File: src/rtl/clk_div_monitor.sv
// Period monitor for a divided clock in the same clk domain.
// Measures rise-to-rise distance, tracks lock and sticky fault status.
module clk_div_monitor #(
  parameter int CNT_W      = 8,
  parameter int EXP_PERIOD = 5,
  parameter int TOL        = 0,
  parameter int LOCK_CNT   = 4,
  parameter int FAULT_CNT  = 2
) (
  input  logic             clk,
  input  logic             rst,
  input  logic             en,
  input  logic             div_in,
  output logic [CNT_W-1:0] period,
  output logic             period_valid,
  output logic             locked,
  output logic             fault
);

  localparam logic [2:0] IDLE    = 3'd0;
  localparam logic [2:0] ACQUIRE = 3'd1;
  localparam logic [2:0] TRACK   = 3'd2;
  localparam logic [2:0] LOCKED  = 3'd3;
  localparam logic [2:0] FAULT   = 3'd4;

  localparam int GW = $clog2(LOCK_CNT + 1);
  localparam int BW = $clog2(FAULT_CNT + 1);

  localparam logic [CNT_W-1:0] CNT_MAX = '1;
  localparam logic [CNT_W:0] LO =
    (CNT_W+1)'(EXP_PERIOD - TOL);
  localparam logic [CNT_W:0] HI =
    (CNT_W+1)'(EXP_PERIOD + TOL);
  localparam logic [GW-1:0] LOCK_N = GW'(LOCK_CNT);
  localparam logic [BW-1:0] FAULT_N = BW'(FAULT_CNT);

  logic             s1;
  logic             s2;
  logic             rise;
  logic [2:0]       state;
  logic [CNT_W-1:0] cnt;
  logic [GW-1:0]    good_cnt;
  logic [BW-1:0]    bad_cnt;
  logic             timeout;
  logic             evt;
  logic             good;
  logic [CNT_W:0]   meas;
  logic [CNT_W-1:0] meas_out;

  assign rise    = s1 & ~s2;
  assign timeout = (cnt == CNT_MAX) & ~rise;
  assign evt     = rise | timeout;

  // One extra bit so a rise at cnt==max is not misread as a tiny period
  assign meas = rise ? ({1'b0, cnt} + (CNT_W+1)'(1))
                     : {1'b0, CNT_MAX};
  assign meas_out = meas[CNT_W] ? CNT_MAX : meas[CNT_W-1:0];
  assign good     = (meas >= LO) && (meas <= HI);

  assign locked = (state == LOCKED);
  assign fault  = (state == FAULT);

  always_ff @(posedge clk) begin
    if (rst) begin
      s1 <= 1'b0;
      s2 <= 1'b0;
    end else begin
      s1 <= div_in;
      s2 <= s1;
    end
  end

  always_ff @(posedge clk) begin
    if (rst || !en) begin
      state        <= IDLE;
      cnt          <= '0;
      good_cnt     <= '0;
      bad_cnt      <= '0;
      period       <= '0;
      period_valid <= 1'b0;
    end else begin
      period_valid <= 1'b0;
      case (state)
        IDLE: begin
          cnt      <= '0;
          good_cnt <= '0;
          bad_cnt  <= '0;
          period   <= '0;
          state    <= ACQUIRE;
        end
        ACQUIRE: begin
          cnt <= '0;
          // First rise is only a reference edge
          if (rise) state <= TRACK;
        end
        TRACK, LOCKED, FAULT: begin
          cnt <= evt ? '0 : cnt + CNT_W'(1);
          if (evt) begin
            period       <= meas_out;
            period_valid <= 1'b1;
            if (state == TRACK) begin
              if (!good) begin
                good_cnt <= '0;
              end else if (good_cnt + GW'(1) == LOCK_N) begin
                good_cnt <= '0;
                state    <= LOCKED;
              end else begin
                good_cnt <= good_cnt + GW'(1);
              end
            end else if (state == LOCKED) begin
              if (good) begin
                bad_cnt <= '0;
              end else if (bad_cnt + BW'(1) == FAULT_N) begin
                bad_cnt <= '0;
                state   <= FAULT;
              end else begin
                bad_cnt <= bad_cnt + BW'(1);
              end
            end
          end
        end
        default: state <= IDLE;
      endcase
    end
  end

endmodule

File: config.mk
export PLATFORM = sky130hd
export DESIGN_NAME = clk_div_monitor
export DESIGN_NICKNAME = d
export VERILOG_FILES = /design/src/rtl/clk_div_monitor.sv
export SDC_FILE = /design/constraint.sdc
export NUM_CORES = 1
export LEC_CHECK = 0
export ABC_AREA = 1
export CAP_MARGIN = 0
export CORE_MARGIN = 4
export CORE_UTILIZATION = 50
export DETAILED_ROUTE_END_ITERATION = 10
export PLACE_DENSITY_LB_ADDON = 0.08
export RECOVER_POWER = 50
export SLEW_MARGIN = 25
export SYNTH_ARGS = -nofsm -noshare
export SYNTH_HDL_FRONTEND = slang
export SYNTH_SLANG_ARGS = --single-unit
File: constraint.sdc
create_clock -name clk -period 1.5 [get_ports clk]
set_input_delay 0.45 -clock clk [delete_from_list [all_inputs] [get_ports clk]]
set_output_delay 0.45 -clock clk [all_outputs]
set_load 0.03 [all_outputs]
# == Word-level counts from Yosys, hierarchy flattened ==
# Cells that the tools add are included.
# word_totals
reg_bits,27
input_bits,4
elab_cells,77
# op_classes
add_sub_neg,4
n_lt_le_gt_ge,2
eq_ne,17
n_mux,27
n_bitwise,6
n_reduce_logical,13
# op_table
operator,n
$mux W3,12
$pmux W8 S2,2
$mux W8,3
$ne A3 B3 Y1 const B,5
$mux W2,5
$ne A2 B2 Y1 const B,5
$add A8 B1 Y9 const B,1
$ge A9 B3 Y1 const B,1
$le A9 B3 Y1 const B,1
$mux W9,1
$pmux W3 S3,1
$add A8 B1 Y8 const B,1
$eq A8 B8 Y1 const B,1
$reduce_and A7 Y1,1
$eq A3 B2 Y1 const B,2
$eq A3 B3 Y1 const B,2
$pmux W3 S2,1
$pmux W2 S2,1
$reduce_and A4 Y1,1
$reduce_bool A2 Y1,2
$reduce_or A2 Y1,2
$add A3 B1 Y3 const B,1
$eq A3 B1 Y1 const B,1
$logic_not A3 Y1,1
other kinds (12),15

# == Longest topological paths before layout ==
# Gate-level depths: netlist (run 1).
# depth
ltp_word,10
ltp_mapped,14
depth_no_buf,14

# == Worst setup path before layout (run 1) ==
# No wires, ideal clock.
# synth_path
path_type,reg-to-reg
startpoint,reg cnt[0]
endpoint,reg state[1]
setup_time_ns,0.113
t_arrival_ns,1.449
t_required_ns,1.387
path_slack_ns,-0.062
path_stages_with_launch,11
cell_sequence,dfxtp_1 ha_1 nand2_1 nor2_2 nand2_2 nand2_4 nor2_4 nor3b_4 nand3_2 o21ai_1 inv_1
# synth_via
elab_chain_len,6
# synth_rtl
item,line_no,rtl
from (decl),41,logic [CNT_W-1:0] cnt;
from (signal assigned),97,cnt <= evt ? '0 : cnt + CNT_W'(1);
$add A8 B1 Y9,55,"assign meas = rise ? ({1'b0, cnt} + (CNT_W+1)'(1))"
$mux W9,55,
$ge A9 B3 Y1 or $le A9 B3 Y1 (tied branches),58,assign good = (meas >= LO) && (meas <= HI);
$logic_and A1 B1 Y1,58,
$ne A3 B3 Y1 (no line),-,
$reduce_and A7 Y1 (no line) *,-,
to (signal assigned),75,state <= IDLE;
to (signal assigned),89,state <= ACQUIRE;
to (signal assigned),94,if (rise) state <= TRACK;
to (decl),40,logic [2:0] state;
# Mark *: on every way between the ends. The rest lies on a longest branch, timed or not.
# A chain may end at the register's enable or synchronous reset.

# == Worst setup path in the final report (run 1) ==
# layout_path
startpoint,reg cnt[1]
endpoint,reg state[0]
# Same word-level chain as after synthesis.

==> flow_summary.yaml, run 1 <==
critical_path:
  r2r_slack_ns: -0.14
  slowest_stage: "dfxtp_4"
  required_ns: 1.76
  crit_path_end_kind: "register"
  r2r-start: "cnt[1]"
  crit_path_start_kind: "register"
  critPathTopFamily: "simple AND/OR/NAND/NOR gates"
  r2r_cells: 12
  critPathMostFrequentCell: "nand2_2"
  critical_path_depth: 12
  critPathArrivalTime_ns: 1.90
  r2r_end: "state[0]"
  path_buf_inv: 1
  critPathMaxStageDelay_ns: 0.39
  crit_type: "register to register"
  critical_path_peak_fanout: 4
  path_cells: "ha_4 > nand2_4 > nor2_4 > nand2_2 > nand4_1 > nor2_2 > nand2_2 > nand2_2 > nand3_2 > nand2_1 > inv_1 > nor2_2"
timing:
  finClkSkew_ns: 0.00566
  rsz0062_at_grt: "yes"
  worst_slew_pin_slew_ns: 0.445
  slew_viol_final: 0
  finalWorstSetupSlack_ns: -0.144
  slew_headroom_pct: 70.0
  hold_viol_final: 0
  timing.final.crit_share_pct: 110
  report.final.setup_viol: 10
  min_period_ns: 1.64
  timing.fmax_mhz: 608
global_route:
  grtUsageTotal_pct: 21.2
  antenna_found_initial: 0
  gr-total-overflow: 0
  grt_pass1_vias: 1425
  grt_max_degree: 20
  grt_first_pass_wirelength_um: 6000
cells_and_area:
  antenna_cells: 0
  nets: 270
  design_area_um2: 2020
  post-route-util_pct: 77.8
  drive_gt1_share_pct: 38.9
  area_growth_pct: 42.9
  finalNonFillerCells: 292
detailed_routing:
  drt_wl_total_um: 3560
  first_iter_violations: 65
  vias_per_cell: 5.18
  wl_per_cell_um: 12.2
  drc: 0
  via_count: 1512
  drt-pass1-iter-count: 4
  ant_nets: 0
synthesis:
  yosysTopAreaCellShare_pct: 38.3
  yosys-mux-area-fraction_pct: 0
  synth_cell_types: 23
  synth_adder_area_share_pct: 2.66
  yosysTopAreaCell: "dfxtp_1"
  syn-cell-area_um2: 1410
  syn_nets: 218
  synth_xor_area_share_pct: 1.24
  postSynthAreaPerCell_um2: 6.68
  ys_ff_latch: 27
  synth_compound_area_share_pct: 12.2
  syn_inst: 211
  synth_top_family_by_area: "simple AND/OR/NAND/NOR gates"
  synth_area_leaders: "dfxtp_1 38%, nand2_1 16%, inv_1 8.3%, a21oi_1 7.1%, nor2_1 5.6%"
  yosys_warnings: 0
  ys_seq_area_share_pct: 38.3
  synthSimpleGateAreaFrac_pct: 36.5
clock_network:
  clk_pin_slew_ns: 0.14
  numClockSinks: 27
  htreeDepth: 1
  cts-root-buf: "clkbuf_4"
  cts_buffers: 3
  cts_hold_buffers: 0
  cts_tree: "built"
  clk-insertion-delay-late_ns: 0.31
  cts_max_path_buffers: 2
job:
  drv_cap: 0
worst_hold_path:
  hp-class: "register to register"
  min_delay_path_depth: 2
  worst_hold_startpoint: "s1"
  holdPathEnd: "s2"
floorplanning:
  initial_utilization_pct: 54.4
  coreArea_um2: 2590
  die_area_um2: 3730
  fp-row-count: 18
  dieWidth_um: 61.1
  die_y_um: 61.1
  ios: 15
place:
  placed_cells: 280
  dp_hpwl_um: 2620
  dpl_cell_area_um2: 1810
  gp_congestion: 0.888
  portBuffers: 14
  pre_cts_ws_ns: -0.114
status:
  failed_checks: "negative setup slack"
  status: "complete, but fails checks"
power_and_ir_drop:
  peakVddDrop_v: 0.000939
  p_comb_share_pct: 42.9
  power_mw: 1.91
  p_sw_share_pct: 37.3
  p_leak_nw: 0.890
  pwr-share-clk_pct: 16.0
  p_switching_mw: 0.713
  seq_power_share_pct: 41.2
  power_density_nw_per_um2: 950
  intPower_mw: 1.20
-- how the worst max path moves through the flow --
stage	startpoint	end	slack, ns
after floorplan	cnt[1]	state[1]	0.005
after global placement	cnt[2]	state[1]	-0.07
after detailed placement	cnt[2]	good_cnt[1]	-0.11
after CTS	cnt[1]	state[0]	-0.09
after global routing	cnt[1]	state[0]	-0.27
final	cnt[1]	state[0]	-0.14
-- repair_timing --
action / in CTS / in global routing
hold endpoints to repair: 0 / 0
pin swaps: 4 / 8
cloned: 0 / 1
setup endpoints to repair: 27 / 28
setup buffers: 5 / 2
resized for setup: 52 / 25
-- worst reg2reg max path, delay by kind of cell, from the launching register on --
kind          cells  cell delay [ns]
simple gates     10             0.97
flops             1             0.39
buf+inv           1             0.05
fa+ha+maj         1             0.18
-- layout make-up --
cell class | instances | area [um^2]
Timing Repair Buffer | 48 | 407
Tap cell | 30 | 37.5
Inverter | 32 | 123
Fill cell | 190 | 574
Sequential cell | 27 | 561
Multi-Input combinational cell | 150 | 855
Timing Repair inverter | 1 | 7.51
Clock buffer | 4 | 26.3
-- cell families after synthesis --
family | Yosys count
simple gates | 112
buf+inv | 34
compound gates | 33
flops | 27
fa+ha+maj | 3
xor+xnor | 2
-- synth_stat cells --
library cell / count
a21oi_1: 20
nand3_1: 10
nor3_1: 2
clkbuf_1: 2
o21bai_1: 1
nand4_1: 5
nor2_4: 2
nand2_4: 1
ha_1: 3
o21ai_1: 2
nor2_1: 21
nor2_2: 4
inv_2: 1
inv_1: 31
nor3b_4: 1
a22oi_1: 2
or2_0: 1
dfxtp_1: 27
xor2_1: 2
nand2_2: 4
o21ai_0: 8
nand3_2: 1
nand2_1: 60
-- power groups by stage --
stage | Clock (mW) | Combinational [mW] | Sequential (mW)
floorplan | 0 | 0.455 | 0.800
global placement | 0 | 0.683 | 0.793
detailed placement | 0 | 0.693 | 0.794
CTS | 0.317 | 0.735 | 0.788
global route | 0.356 | 0.915 | 0.794
finish | 0.306 | 0.821 | 0.788
-- sequential cells by signal, indices dropped and copies added (netlist names) --
signal        flops
bad_cnt           2
good_cnt          3
cnt               8
period_valid      1
s1                1
s2                1
period            8
state             3
-- through the flow --
| stage | setup TNS, ns | hold WS (ns) |
|---|---|---|
| 2_1_floorplan | 0 | 0.403 |
| 3_3_place_gp | -0.133 | 0.412 |
| 3_5_place_dp | -0.976 | 0.417 |
| 4_1_cts | -0.465 | 0.436 |
| 5_1_grt | -2.04 | 0.479 |
| 6_report | -0.588 | 0.433 |
-- routing by layer --
| metal | vias to the layer above | part of all wire, % | track usage (%) |
|---|---|---|---|
| li1 | 768 | - | - |
| met1 | 686 | 42 | 27.4 |
| met2 | 52 | 49 | 37.0 |
| met3 | 6 | 7.4 | 2.73 |
| met4 | 0 | 1.2 | 5.88 |
| met5 | - | 0 | 0 |
-- cells in the final DEF, fill, tap and decap left out, types with 4 or more instances in the layout --
master	n
inv_2	7
dfxtp_2	7
inv_1	24
nand2_1	52
nand4_1	5
nand3_1	8
dfxtp_1	17
nor2_2	6
buf_4	31
nor2_1	15
o21ai_0	8
clkdlybuf4s15_2	6
nor2_4	6
nand2_2	10
a21oi_1	19
clkbuf_4	4
Note: power is estimated with default switching activity, not from simulation.
==> inputs of run 2 (changes only) <==
--- a/config.mk
+++ b/config.mk
@@ -7,7 +7,7 @@
 export LEC_CHECK = 0
 export ABC_AREA = 1
 export CAP_MARGIN = 0
-export CORE_MARGIN = 4
+export CORE_MARGIN = 3
 export CORE_UTILIZATION = 50
 export DETAILED_ROUTE_END_ITERATION = 10
 export PLACE_DENSITY_LB_ADDON = 0.08
==> run 2 against run 1 <==
Net effect:
- the run still ends with negative setup slack left
- global-route usage is 2.8 points higher
- clock skew hardly changed
- via count is 3.6% higher
- hold slack better by 0.0062 ns
- count of clock-buffer cells in the layout stayed put
- critical path depth stayed put
- die area is 6.4% lower
- sequential power is 1% higher
- design area is 1.3% higher
- non-clock buffer count is 5 higher
==> flow_summary.yaml, run 2 (same netlist as run 1, synthesis figures left out) <==
detailed_routing:
  drt_wl_total_um: 4080
  ant_nets: 0
  vias_per_cell: 5.29
  drt-pass1-iter-count: 4
  via_count: 1566
  first_iter_violations: 107
  wl_per_cell_um: 13.8
  drc: 0
global_route:
  antenna_found_initial: 0
  grt_max_degree: 20
  grtUsageTotal_pct: 24.1
  grt_first_pass_wirelength_um: 6430
  gr-total-overflow: 0
  grt_pass1_vias: 1588
critical_path:
  crit_type: "register to register"
  critPathArrivalTime_ns: 1.92
  r2r_slack_ns: -0.17
  crit_path_start_kind: "register"
  critical_path_peak_fanout: 4
  required_ns: 1.75
  crit_path_end_kind: "register"
floorplanning:
  dieWidth_um: 59.1
  fp-row-count: 18
  die_area_um2: 3490
  coreArea_um2: 2570
  die_y_um: 59.1
  initial_utilization_pct: 54.9
  ios: 15
cells_and_area:
  area_growth_pct: 44.8
  layout_common_cells: "50 x nand2_1, 36 x buf_4, 26 x inv_1, 18 x a21oi_1, 17 x dfxtp_1"
  largest_registers: "cnt (8), period (8)"
  post-route-util_pct: 79.5
  final_common_cell: "nand2_1"
  antenna_cells: 0
  design_area_um2: 2040
  fill_cells: 178
  drive_gt1_share_pct: 39.8
  nets: 274
clock_network:
  cts_tree: "built"
  clk-insertion-delay-late_ns: 0.33
  cts_max_path_buffers: 2
  numClockSinks: 27
  cts-root-buf: "clkbuf_4"
  cts_buffers: 3
  cts_hold_buffers: 0
  clk_pin_slew_ns: 0.15
  htreeDepth: 1
status:
  status: "complete, but fails checks"
  failed_checks: "negative setup slack"
timing:
  worst_slew_pin_slew_ns: 0.514
  hold_viol_final: 0
  report.final.setup_viol: 14
  finalWorstSetupSlack_ns: -0.174
  timing.fmax_mhz: 597
  slew_headroom_pct: 65.4
  timing.final.crit_share_pct: 112
  slew_viol_final: 0
  min_period_ns: 1.67
  finClkSkew_ns: 0.00537
  rsz0062_at_grt: "yes"
worst_hold_path:
  hp-class: "register to register"
job:
  drv_cap: 0
power_and_ir_drop:
  peakVddDrop_v: 0.000815
  power_density_nw_per_um2: 968
  p_leak_nw: 0.917
place:
  gp_congestion: 0.903
  dpl_cell_area_um2: 1810
  portBuffers: 14
  dp_hpwl_um: 2620
run 2: layout make-up:
class / count / area (um^2) / area share (%)
Multi-Input combinational cell: 150 / 863 / 42.3
Sequential cell: 27 / 563 / 27.6
Timing Repair Buffer: 53 / 432 / 21.1
Inverter: 32 / 120 / 5.88
Tap cell: 30 / 37.5 / 1.84
Clock buffer: 4 / 26.3 / 1.29
run 2: worst paths after layout:
kind / from / end / cells past startpoint
worst max-delay path: cnt[0] / state[0] / 12
worst min-delay path: s1 / s2 / 2
worst max register to register: cnt[0] / state[0] / 12
worst min register to register: s1 / s2 / 2
run 2: through the flow:
stage	std cells	setup WS, ns	hold slack, ns	power, mW	setup TNS [ns]
global placement	281	-0.0669	0.412	1.47	-0.214
global route	296	-0.395	0.450	2.10	-3.23
finish	296	-0.174	0.440	1.98	-1.17
floorplan	211	0.00511	0.403	1.26	0
detailed placement	281	-0.109	0.416	1.49	-1.81
CTS	291	-0.0773	0.437	1.87	-0.348
run 2: worst max-delay path: stages, from the launching register on:
cell and delay (ns):
dfxtp_4 0.40, ha_4 0.16, nand3_1 0.10, nand2_1 0.11, nand2_2 0.07, nor2_2 0.08
nand2_1 0.06, nor2_2 0.13, nand2_2 0.10, nand2_2 0.09, nand4_1 0.12, nand2_1 0.11
nor2_1 0.05
run 2: metal layers:
| metal | vias up | wire length (um) | GRT usage [%] |
|---|---|---|---|
| met5 | - | 0 | 0 |
| met2 | 53 | 2050 | 44.2 |
| li1 | 780 | - | - |
| met3 | 18 | 195 | 3.27 |
| met4 | 0 | 151 | 15.2 |
| met1 | 715 | 1680 | 25.4 |
run 2: timing repair:
item,4_1_cts,5_1_grt
resized for setup,57,24
pin swaps,4,11
setup buffers,6,5
setup endpoints to repair,27,27
run 2: power by group:
part | switching (mW) | internal [mW]
registers | 0.0414 | 0.757
clock network | 0.222 | 0.104
logic | 0.499 | 0.352
